===== src/rtl/osc_pkg.sv =====
// rtl/osc_pkg.sv - shared state encodings and default widths for the frame capture path
package osc_pkg;

  localparam int OSC_DATA_WIDTH = 8;

  typedef enum logic [1:0] {
    ST_IDLE      = 2'd0,
    ST_WAIT_TRIG = 2'd1,
    ST_STREAM    = 2'd2,
    ST_DONE      = 2'd3
  } osc_state_e;

endpackage


===== src/rtl/edge_trigger.sv =====
// rtl/edge_trigger.sv - rising level-crossing detector over the popped sample stream
module edge_trigger
  import osc_pkg::*;
#(
  parameter int DATA_WIDTH = OSC_DATA_WIDTH
) (
  input  logic                  clk_i,
  input  logic                  rst_i,
  input  logic                  clear_i,
  input  logic                  sample_vld_i,
  input  logic                  trig_en_i,
  input  logic [DATA_WIDTH-1:0] sample_i,
  input  logic [DATA_WIDTH-1:0] level_i,
  output logic                  fire_o
);

  logic [DATA_WIDTH-1:0] prev_q;
  logic                  prev_valid_q;
  logic                  crossed;

  // Remember the last popped sample; the history is forgotten whenever the controller idles
  always_ff @(posedge clk_i) begin
    if (!rst_i || clear_i) begin
      prev_q       <= '0;
      prev_valid_q <= 1'b0;
    end else if (sample_vld_i) begin
      prev_q       <= sample_i;
      prev_valid_q <= 1'b1;
    end
  end

  // Free-run fires on any popped sample; level mode needs a below-to-at-or-above step
  always_comb begin
    crossed = prev_valid_q && (prev_q < level_i) && (sample_i >= level_i);
    fire_o  = sample_vld_i && (!trig_en_i || crossed);
  end

endmodule


===== src/rtl/frame_read_ctrl.sv =====
// rtl/frame_read_ctrl.sv - pops a FIFO, waits for a trigger, streams one fixed-length frame
module frame_read_ctrl
  import osc_pkg::*;
#(
  parameter int DATA_WIDTH = OSC_DATA_WIDTH,
  parameter int FRAME_LEN  = 16
) (
  input  logic                  clk_i,
  input  logic                  rst_i,
  input  logic                  arm_i,
  input  logic                  abort_i,
  input  logic                  trig_en_i,
  input  logic [DATA_WIDTH-1:0] trig_level_i,
  input  logic                  fifo_empty_i,
  input  logic [DATA_WIDTH-1:0] fifo_data_i,
  output logic                  fifo_inc_o,
  output logic [DATA_WIDTH-1:0] out_data_o,
  output logic                  out_valid_o,
  input  logic                  out_ready_i,
  output logic                  out_last_o,
  output logic                  busy_o,
  output logic                  done_o
);

  localparam int CNT_W = $clog2(FRAME_LEN + 1);
  localparam logic [CNT_W-1:0] CNT_MAX = CNT_W'(FRAME_LEN);
  localparam logic [CNT_W-1:0] CNT_ONE = CNT_W'(1);

  osc_state_e            state_q, state_d;
  logic [DATA_WIDTH-1:0] out_data_q, out_data_d;
  logic                  out_valid_q, out_valid_d;
  logic                  out_last_q, out_last_d;
  logic                  busy_q, busy_d;
  logic                  done_q, done_d;
  logic [CNT_W-1:0]      cnt_q, cnt_d;
  logic                  pop;
  logic                  wait_pop;
  logic                  fire;
  logic                  accept_last;

  // Every available word is drained while hunting for the trigger
  assign wait_pop = rst_i && !abort_i && (state_q == ST_WAIT_TRIG) && !fifo_empty_i;
  assign accept_last = out_valid_q && out_ready_i && out_last_q;

  edge_trigger #(
    .DATA_WIDTH(DATA_WIDTH)
  ) u_edge_trigger (
    .clk_i       (clk_i),
    .rst_i       (rst_i),
    .clear_i     (state_q == ST_IDLE),
    .sample_vld_i(wait_pop),
    .trig_en_i   (trig_en_i),
    .sample_i    (fifo_data_i),
    .level_i     (trig_level_i),
    .fire_o      (fire)
  );

  // State register
  always_ff @(posedge clk_i) begin
    if (!rst_i) begin
      state_q <= ST_IDLE;
    end else begin
      state_q <= state_d;
    end
  end

  // Next-state logic; abort overrides everything else
  always_comb begin
    state_d = state_q;
    if (abort_i) begin
      state_d = ST_IDLE;
    end else begin
      case (state_q)
        ST_IDLE:      if (arm_i) state_d = ST_WAIT_TRIG;
        ST_WAIT_TRIG: if (fire) state_d = ST_STREAM;
        ST_STREAM:    if (accept_last) state_d = ST_DONE;
        default:      state_d = ST_IDLE;
      endcase
    end
  end

  // Pop strobe and next values of the registered outputs
  always_comb begin
    pop         = 1'b0;
    out_data_d  = out_data_q;
    out_valid_d = out_valid_q;
    cnt_d       = cnt_q;
    if (abort_i) begin
      out_valid_d = 1'b0;
      cnt_d       = '0;
    end else begin
      case (state_q)
        ST_IDLE: begin
          out_valid_d = 1'b0;
          cnt_d       = '0;
        end
        ST_WAIT_TRIG: begin
          pop = wait_pop;
          if (fire) begin
            out_data_d  = fifo_data_i;
            out_valid_d = 1'b1;
            cnt_d       = CNT_ONE;
          end
        end
        ST_STREAM: begin
          // Pop only when the output slot is free or being emptied this cycle
          pop = !fifo_empty_i && (cnt_q < CNT_MAX) && (!out_valid_q || out_ready_i);
          if (pop) begin
            out_data_d  = fifo_data_i;
            out_valid_d = 1'b1;
            cnt_d       = cnt_q + CNT_ONE;
          end else if (out_valid_q && out_ready_i) begin
            out_valid_d = 1'b0;
          end
        end
        default: begin
          out_valid_d = 1'b0;
        end
      endcase
    end
    if (!rst_i) begin
      pop = 1'b0;
    end
    out_last_d = out_valid_d && (cnt_d == CNT_MAX);
    busy_d     = (state_d != ST_IDLE);
    done_d     = (state_d == ST_DONE);
  end

  // Output and counter registers
  always_ff @(posedge clk_i) begin
    if (!rst_i) begin
      out_data_q  <= '0;
      out_valid_q <= 1'b0;
      out_last_q  <= 1'b0;
      busy_q      <= 1'b0;
      done_q      <= 1'b0;
      cnt_q       <= '0;
    end else begin
      out_data_q  <= out_data_d;
      out_valid_q <= out_valid_d;
      out_last_q  <= out_last_d;
      busy_q      <= busy_d;
      done_q      <= done_d;
      cnt_q       <= cnt_d;
    end
  end

  assign fifo_inc_o  = pop;
  assign out_data_o  = out_data_q;
  assign out_valid_o = out_valid_q;
  assign out_last_o  = out_last_q;
  assign busy_o      = busy_q;
  assign done_o      = done_q;

endmodule


===== config.mk =====
export PLATFORM = sky130hd
export DESIGN_NAME = frame_read_ctrl
export DESIGN_NICKNAME = d
export VERILOG_FILES = /design/src/rtl/osc_pkg.sv /design/src/rtl/edge_trigger.sv /design/src/rtl/frame_read_ctrl.sv
export SDC_FILE = /design/constraint.sdc
export NUM_CORES = 1
export LEC_CHECK = 0
export ABC_AREA = 0
export CAP_MARGIN = 20
export CORE_UTILIZATION = 40
export CTS_BUF_LIST = sky130_fd_sc_hd__clkbuf_2 sky130_fd_sc_hd__clkbuf_4 sky130_fd_sc_hd__clkbuf_8
export DETAILED_ROUTE_END_ITERATION = 8
export PLACE_DENSITY = 0.67
export SLEW_MARGIN = 30
export SYNTH_ARGS = -nofsm -noshare
export SYNTH_HDL_FRONTEND = slang
export SYNTH_SLANG_ARGS = --single-unit

===== constraint.sdc =====
create_clock -name clk_i -period 2.84 [get_ports clk_i]
set_clock_uncertainty 0.2 [all_clocks]
set_input_delay 0.852 -clock clk_i [delete_from_list [all_inputs] [get_ports clk_i]]
set_output_delay 0.852 -clock clk_i [all_outputs]
set_load 0.1 [all_outputs]

# Word level (Yosys, flattened, before mapping)
# Cells that the tools add are included.
# W data, S select, Z words.
[totals]
ramBits = 0
memories = 0
reg_bits = 28
romBits = 0
latchBits = 0
out_inout_bits = 13
wordCells = 63
[op_classes]
bitwise = 1
mul = 0
add_sub_neg = 1
n_lt_le_gt_ge = 3
muxes = 20
shift = 0
eq_ne = 6
n_reduce_logical = 23
div = 0
[ops]
columns = ["cell", "count"]
rows = [
  ["$mux W8", 2],
  ["$pmux W8 S2", 1],
  ["$mux W5", 3],
  ["$pmux W5 S3", 1],
  ["$logic_and A1 B1 Y1", 11],
  ["$ge A8 B8 Y1", 1],
  ["$lt A8 B8 Y1", 1],
  ["$mux W2", 4],
  ["$mux W1", 6],
  ["$pmux W2 S3", 1],
  ["$add A5 B1 Y5 const B", 1],
  ["$eq A5 B5 Y1 const B", 1],
  ["$logic_not A1 Y1", 5],
  ["$lt A5 B5 Y1 const B", 1],
  ["$eq A2 B2 Y1 const B", 2],
  ["$ne A2 B2 Y1 const B", 2],
  ["$pmux W1 S2", 2],
  ["$reduce_and A4 Y1", 1],
  ["$reduce_bool A2 Y1", 2],
  ["$logic_or A1 B1 Y1", 3],
  ["$eq A2 B1 Y1 const B", 1],
  ["$logic_not A2 Y1", 1],
  ["$not A1 Y1", 1],
]

# Depth between registers and ports, before layout
[logic_depth]
depth_word = 10
ltp_mapped = 10
depth_no_buf = 8

# Cells and area by module
# A second synthesis with hierarchy kept.
[hier_totals]
cells_unflattened = 184
hier_area_um2 = 1681.6
[modules_own_cells]
columns = ["mod", "cells_each", "area_per_inst_um2", "seq_area_each_um2", "n_inst"]
rows = [
  ["frame_read_ctrl", 108, 992.2, 380.4, 1],
  ["edge_trigger", 76, 689.4, 180.2, 1],
]

# Worst setup path after synthesis
# Ideal clock, no wire load.
[synth_timing]
kind = "input port to output port"
startpoint = "in rst_i"
endpoint = "out fifo_inc_o"
arrival_ns = 2.727
n_path_buf = 1
cell_stages = 3
path_slack_ns = -0.939
cell_sequence = "clkbuf_1 nand3b_1 a21oi_1"
[synth_via]
elab_chain_cells = 6
[synth_rtl]
columns = ["element", "line_no", "rtl"]
rows = [
  ["from (decl)", "frame_read_ctrl.sv:9", "input logic rst_i,"],
  ["$logic_and A1 B1 Y1 (3 in series)", "frame_read_ctrl.sv:42", "assign wait_pop = rst_i && !abort_i && (state_q == ST_WAIT_TRIG) && !fifo_empty_i;"],
  ["$pmux W1 S2", "frame_read_ctrl.sv:92", "case (state_q)"],
  ["$mux W1", "frame_read_ctrl.sv:88", "if (abort_i) begin"],
  ["$mux W1 (*)", "frame_read_ctrl.sv:121", "if (!rst_i) begin"],
  ["to (decl)", "frame_read_ctrl.sv:16", "output logic fifo_inc_o,"],
]
# Every way passes the cells marked *; elsewhere a longest branch is shown, timed or not.

# Worst setup path after layout
[layout_timing]
startpoint = "in trig_level_i[1]"
endpoint = "reg busy_q (netlist: busy_o)"
[layout_via]
elab_chain_cells = 9
[layout_rtl]
columns = ["element", "line_no", "rtl"]
rows = [
  ["from (decl)", "frame_read_ctrl.sv:13", "input logic [DATA_WIDTH-1:0] trig_level_i,"],
  ["$lt A8 B8 Y1", "edge_trigger.sv:34", "crossed = prev_valid_q && (prev_q < level_i) && (sample_i >= level_i);"],
  ["$logic_and A1 B1 Y1", "edge_trigger.sv:34", ""],
  ["$logic_and A1 B1 Y1 (*)", "edge_trigger.sv:34", ""],
  ["$logic_or A1 B1 Y1 (*)", "edge_trigger.sv:35", "fire_o = sample_vld_i && (!trig_en_i || crossed);"],
  ["$logic_and A1 B1 Y1 (*)", "edge_trigger.sv:35", ""],
  ["$mux W2 (*)", "frame_read_ctrl.sv:75", "ST_WAIT_TRIG: if (fire) state_d = ST_STREAM;"],
  ["$pmux W2 S3 (*)", "frame_read_ctrl.sv:73", "case (state_q)"],
  ["$mux W2 (*)", "frame_read_ctrl.sv:70", "if (abort_i) begin"],
  ["$reduce_bool A2 Y1 (*)", "frame_read_ctrl.sv:125", "busy_d = (state_d != ST_IDLE);"],
  ["to (signal assigned)", "frame_read_ctrl.sv:142", "busy_q <= busy_d;"],
  ["to (decl)", "frame_read_ctrl.sv:33", "logic busy_q, busy_d;"],
]
# Marked as above.
# A chain may end at the register's enable or synchronous reset.

==> results.json <==
{
  "worstPathRequired_ns": 2.81,
  "ir_drop_mv": 0.215,
  "post-route-min-period_ns": 2.81,
  "critical_path_class": "in2reg",
  "max_cap_violations": 0,
  "io_buffers": 35,
  "clockRootBuffer": "clkbuf_8",
  "chipHeight_um": 68.5,
  "clk_pin_slew_ns": 0.10,
  "fmax_mhz": 356,
  "leakage_nw": 1.12,
  "synthCells": 214,
  "yosysTopAreaCellShare": 0.317,
  "status": "complete, no violations",
  "grt_max_degree": 20,
  "pin_count": 36,
  "clkPwrFrac": 0.275,
  "final_area_sq_um": 2720,
  "tightest_slew_ns": 0.428,
  "drive_gt1_frac": 0.378,
  "synth-seq-cells": 28,
  "hp-class": "reg2reg",
  "antenna_found_initial": 0,
  "synth_edf_count": 0,
  "p_per_area_nw_per_um2": 290,
  "area_delta_synth_final_pct": 53.9,
  "synth_nets": 258,
  "layout.cells.non_filler": 333,
  "end_kind": "flop",
  "post-route-drc-count": 0,
  "grt_pass1_wl_um": 7600,
  "grt_pass1_vias": 1610,
  "num_antenna_cells": 0,
  "synthArstFlopShare": 0,
  "firstDrtPassIters": 4,
  "grt_usage": 0.219,
  "postCtsHoldBufs": 0,
  "nNetsFinal": 329,
  "worstPathArrival_ns": 2.78,
  "cts-buffers-inserted": 3,
  "p_comb_frac": 0.223,
  "swShare": 0.269,
  "place_hpwl_um": 3390,
  "coreArea_sq_um": 4120,
  "clock_path_buffers": 2,
  "fin_util": 0.662,
  "cts_tree": "done",
  "hold_violations": 0,
  "die_area_sq_um": 4690,
  "p_switching_uw": 212,
  "drtAntennaViolNets": 0,
  "synth_area_sq_um": 1770,
  "worst_setup_path_start_kind": "input port",
  "vias": 1786,
  "cp_max_fo": 6,
  "rrSetupSlack_ns": 0.23,
  "syn_area_per_cell_sq_um": 8.27,
  "netlist_top_cells_area": "dfxtp_1 32%, ha_1 15%, nand2_1 8.3%, a21oi_1 4.5%, mux2i_1 4.5%",
  "die_x_um": 68.5,
  "start_util": 0.430,
  "insertion_delay_ns": 0.27,
  "synth.yosys.seq_area_share": 0.317,
  "routed_via_density": 5.36,
  "first_iter_violations": 65,
  "routed_wl_um": 5130,
  "clock_sinks": 28,
  "synth_top_cell_by_area": "dfxtp_1",
  "holdWs_ns": 0.266,
  "synth_cell_type_count": 46,
  "power.total_uw": 789,
  "p_int_uw": 577,
  "ys.flop_type": "dfxtp_1",
  "power_frac_seq": 0.502,
  "finalSetupViolations": 0,
  "h-tree-depth": 1,
  "placedCellCount": 318,
  "wire_per_inst_um": 15.4,
  "ys_warn_count": 0,
  "grt_overflow": 0,
  "slew_viol_final": 0,
  "gp_congestion": 0.850,
  "rows": 23,
  "synthMostInstantiatedCell": "nand2_1",
  "timing.final.crit_share": 0.990,
  "slew_headroom": 0.715,
  "placed_area_sq_um": 2360,
  "ys_top_cells_by_count": "39 x nand2_1, 28 x dfxtp_1, 21 x ha_1, 17 x inv_1, 16 x a21oi_1"
}
-- timing repair --
| item | CTS | global route |
|---|---|---|
| endpoints found under the hold margin | 0 | 0 |
| gates cloned | 0 | 0 |
| endpoints found under the setup margin | 20 | 15 |
| buffers inserted | 11 | 2 |
| pin swaps | 18 | 18 |
| resized for setup | 57 | 25 |
-- cell usage in the layout (no fill, tap or decap), types with 4 or more instances in the layout --
master         synthesis  routed
nand3_1                6       4
nand2b_1               6       4
a21oi_1               16      14
inv_2                  0       7
inv_1                 17      10
ha_1                  21       8
dfxtp_1               28      28
buf_12                 0       4
nor2_1                 9       7
mux2i_1                8       8
ha_4                   0       9
clkbuf_2               0       6
buf_4                  1      48
o21ai_0                7       7
dlygate4sd2_1          0      10
nand2_1               39      39
ha_2                   0       4
-- layer usage --
| metal | wire, um | up-vias | global-route usage |
|---|---|---|---|
| li1 | - | 889 | - |
| met1 | 2420 | 853 | 0.284 |
| met2 | 2470 | 38 | 0.380 |
| met3 | 182 | 6 | 0.0214 |
| met4 | 63 | 0 | 0.0651 |
| met5 | 0 | - | 0 |
-- through the flow --
stage,TNS [ns],setup slack [ns]
6_report,0,0.0292
5_1_grt,-0.677,-0.0920
4_1_cts,-0.0488,-0.0488
3_5_place_dp,-12.01,-0.745
3_3_place_gp,-10.94,-0.732
2_1_floorplan,0,0.0232
-- cells by family after synthesis --
group           count (synthesis)  share of synthesized area
buf+inv                        27                     0.0644
compound gates                 49                      0.193
flops                          28                      0.317
mux                            10                     0.0580
simple gates                   79                      0.219
fa+ha+maj                      21                      0.149
-- state kept, by name (all words and copies together) (netlist names) --
signal / count
out_valid_o: 1
out_last_o: 1
done_o: 1
cnt_q: 5
out_data_o: 8
u_edge_trigger.prev_q: 8
state_q: 2
u_edge_trigger.prev_valid_q: 1
busy_o: 1
-- path summary, 6_finish.rpt --
kind	to	from	depth (start not counted)
worst min register to register	out_data_o[4]	out_data_o[4]	2
worst min-delay path	out_data_o[4]	out_data_o[4]	2
worst max register to register	busy_o	state_q[1]	10
worst max-delay path	busy_o	trig_level_i[1]	10
-- power groups by stage --
stage	Combinational [mW]	Clock, mW	Sequential, mW
after floorplan	0.0540	0	0.412
after global placement	0.133	0	0.405
after detailed placement	0.134	0	0.405
after CTS	0.164	0.224	0.396
after global routing	0.189	0.237	0.396
final	0.176	0.217	0.396
-- layout make-up --
cell class	count	area [sq um]
well taps	50	62.6
multi-input cells	159	1360
inverters	17	63.8
repair buffers	76	636
clock buffers	3	41.3
fillers	341	1390
flip-flops and latches	28	561
-- critical path: stages --
cell,delay [ns]
buf_2,0.10
inv_2,0.07
ha_4,0.20
a2111o_1,0.42
a211oi_2,0.27
nand2_2,0.14
buf_12,0.15
buf_12,0.13
a41o_1,0.25
or2_1,0.21
Power figures use the tool's default switching activity.
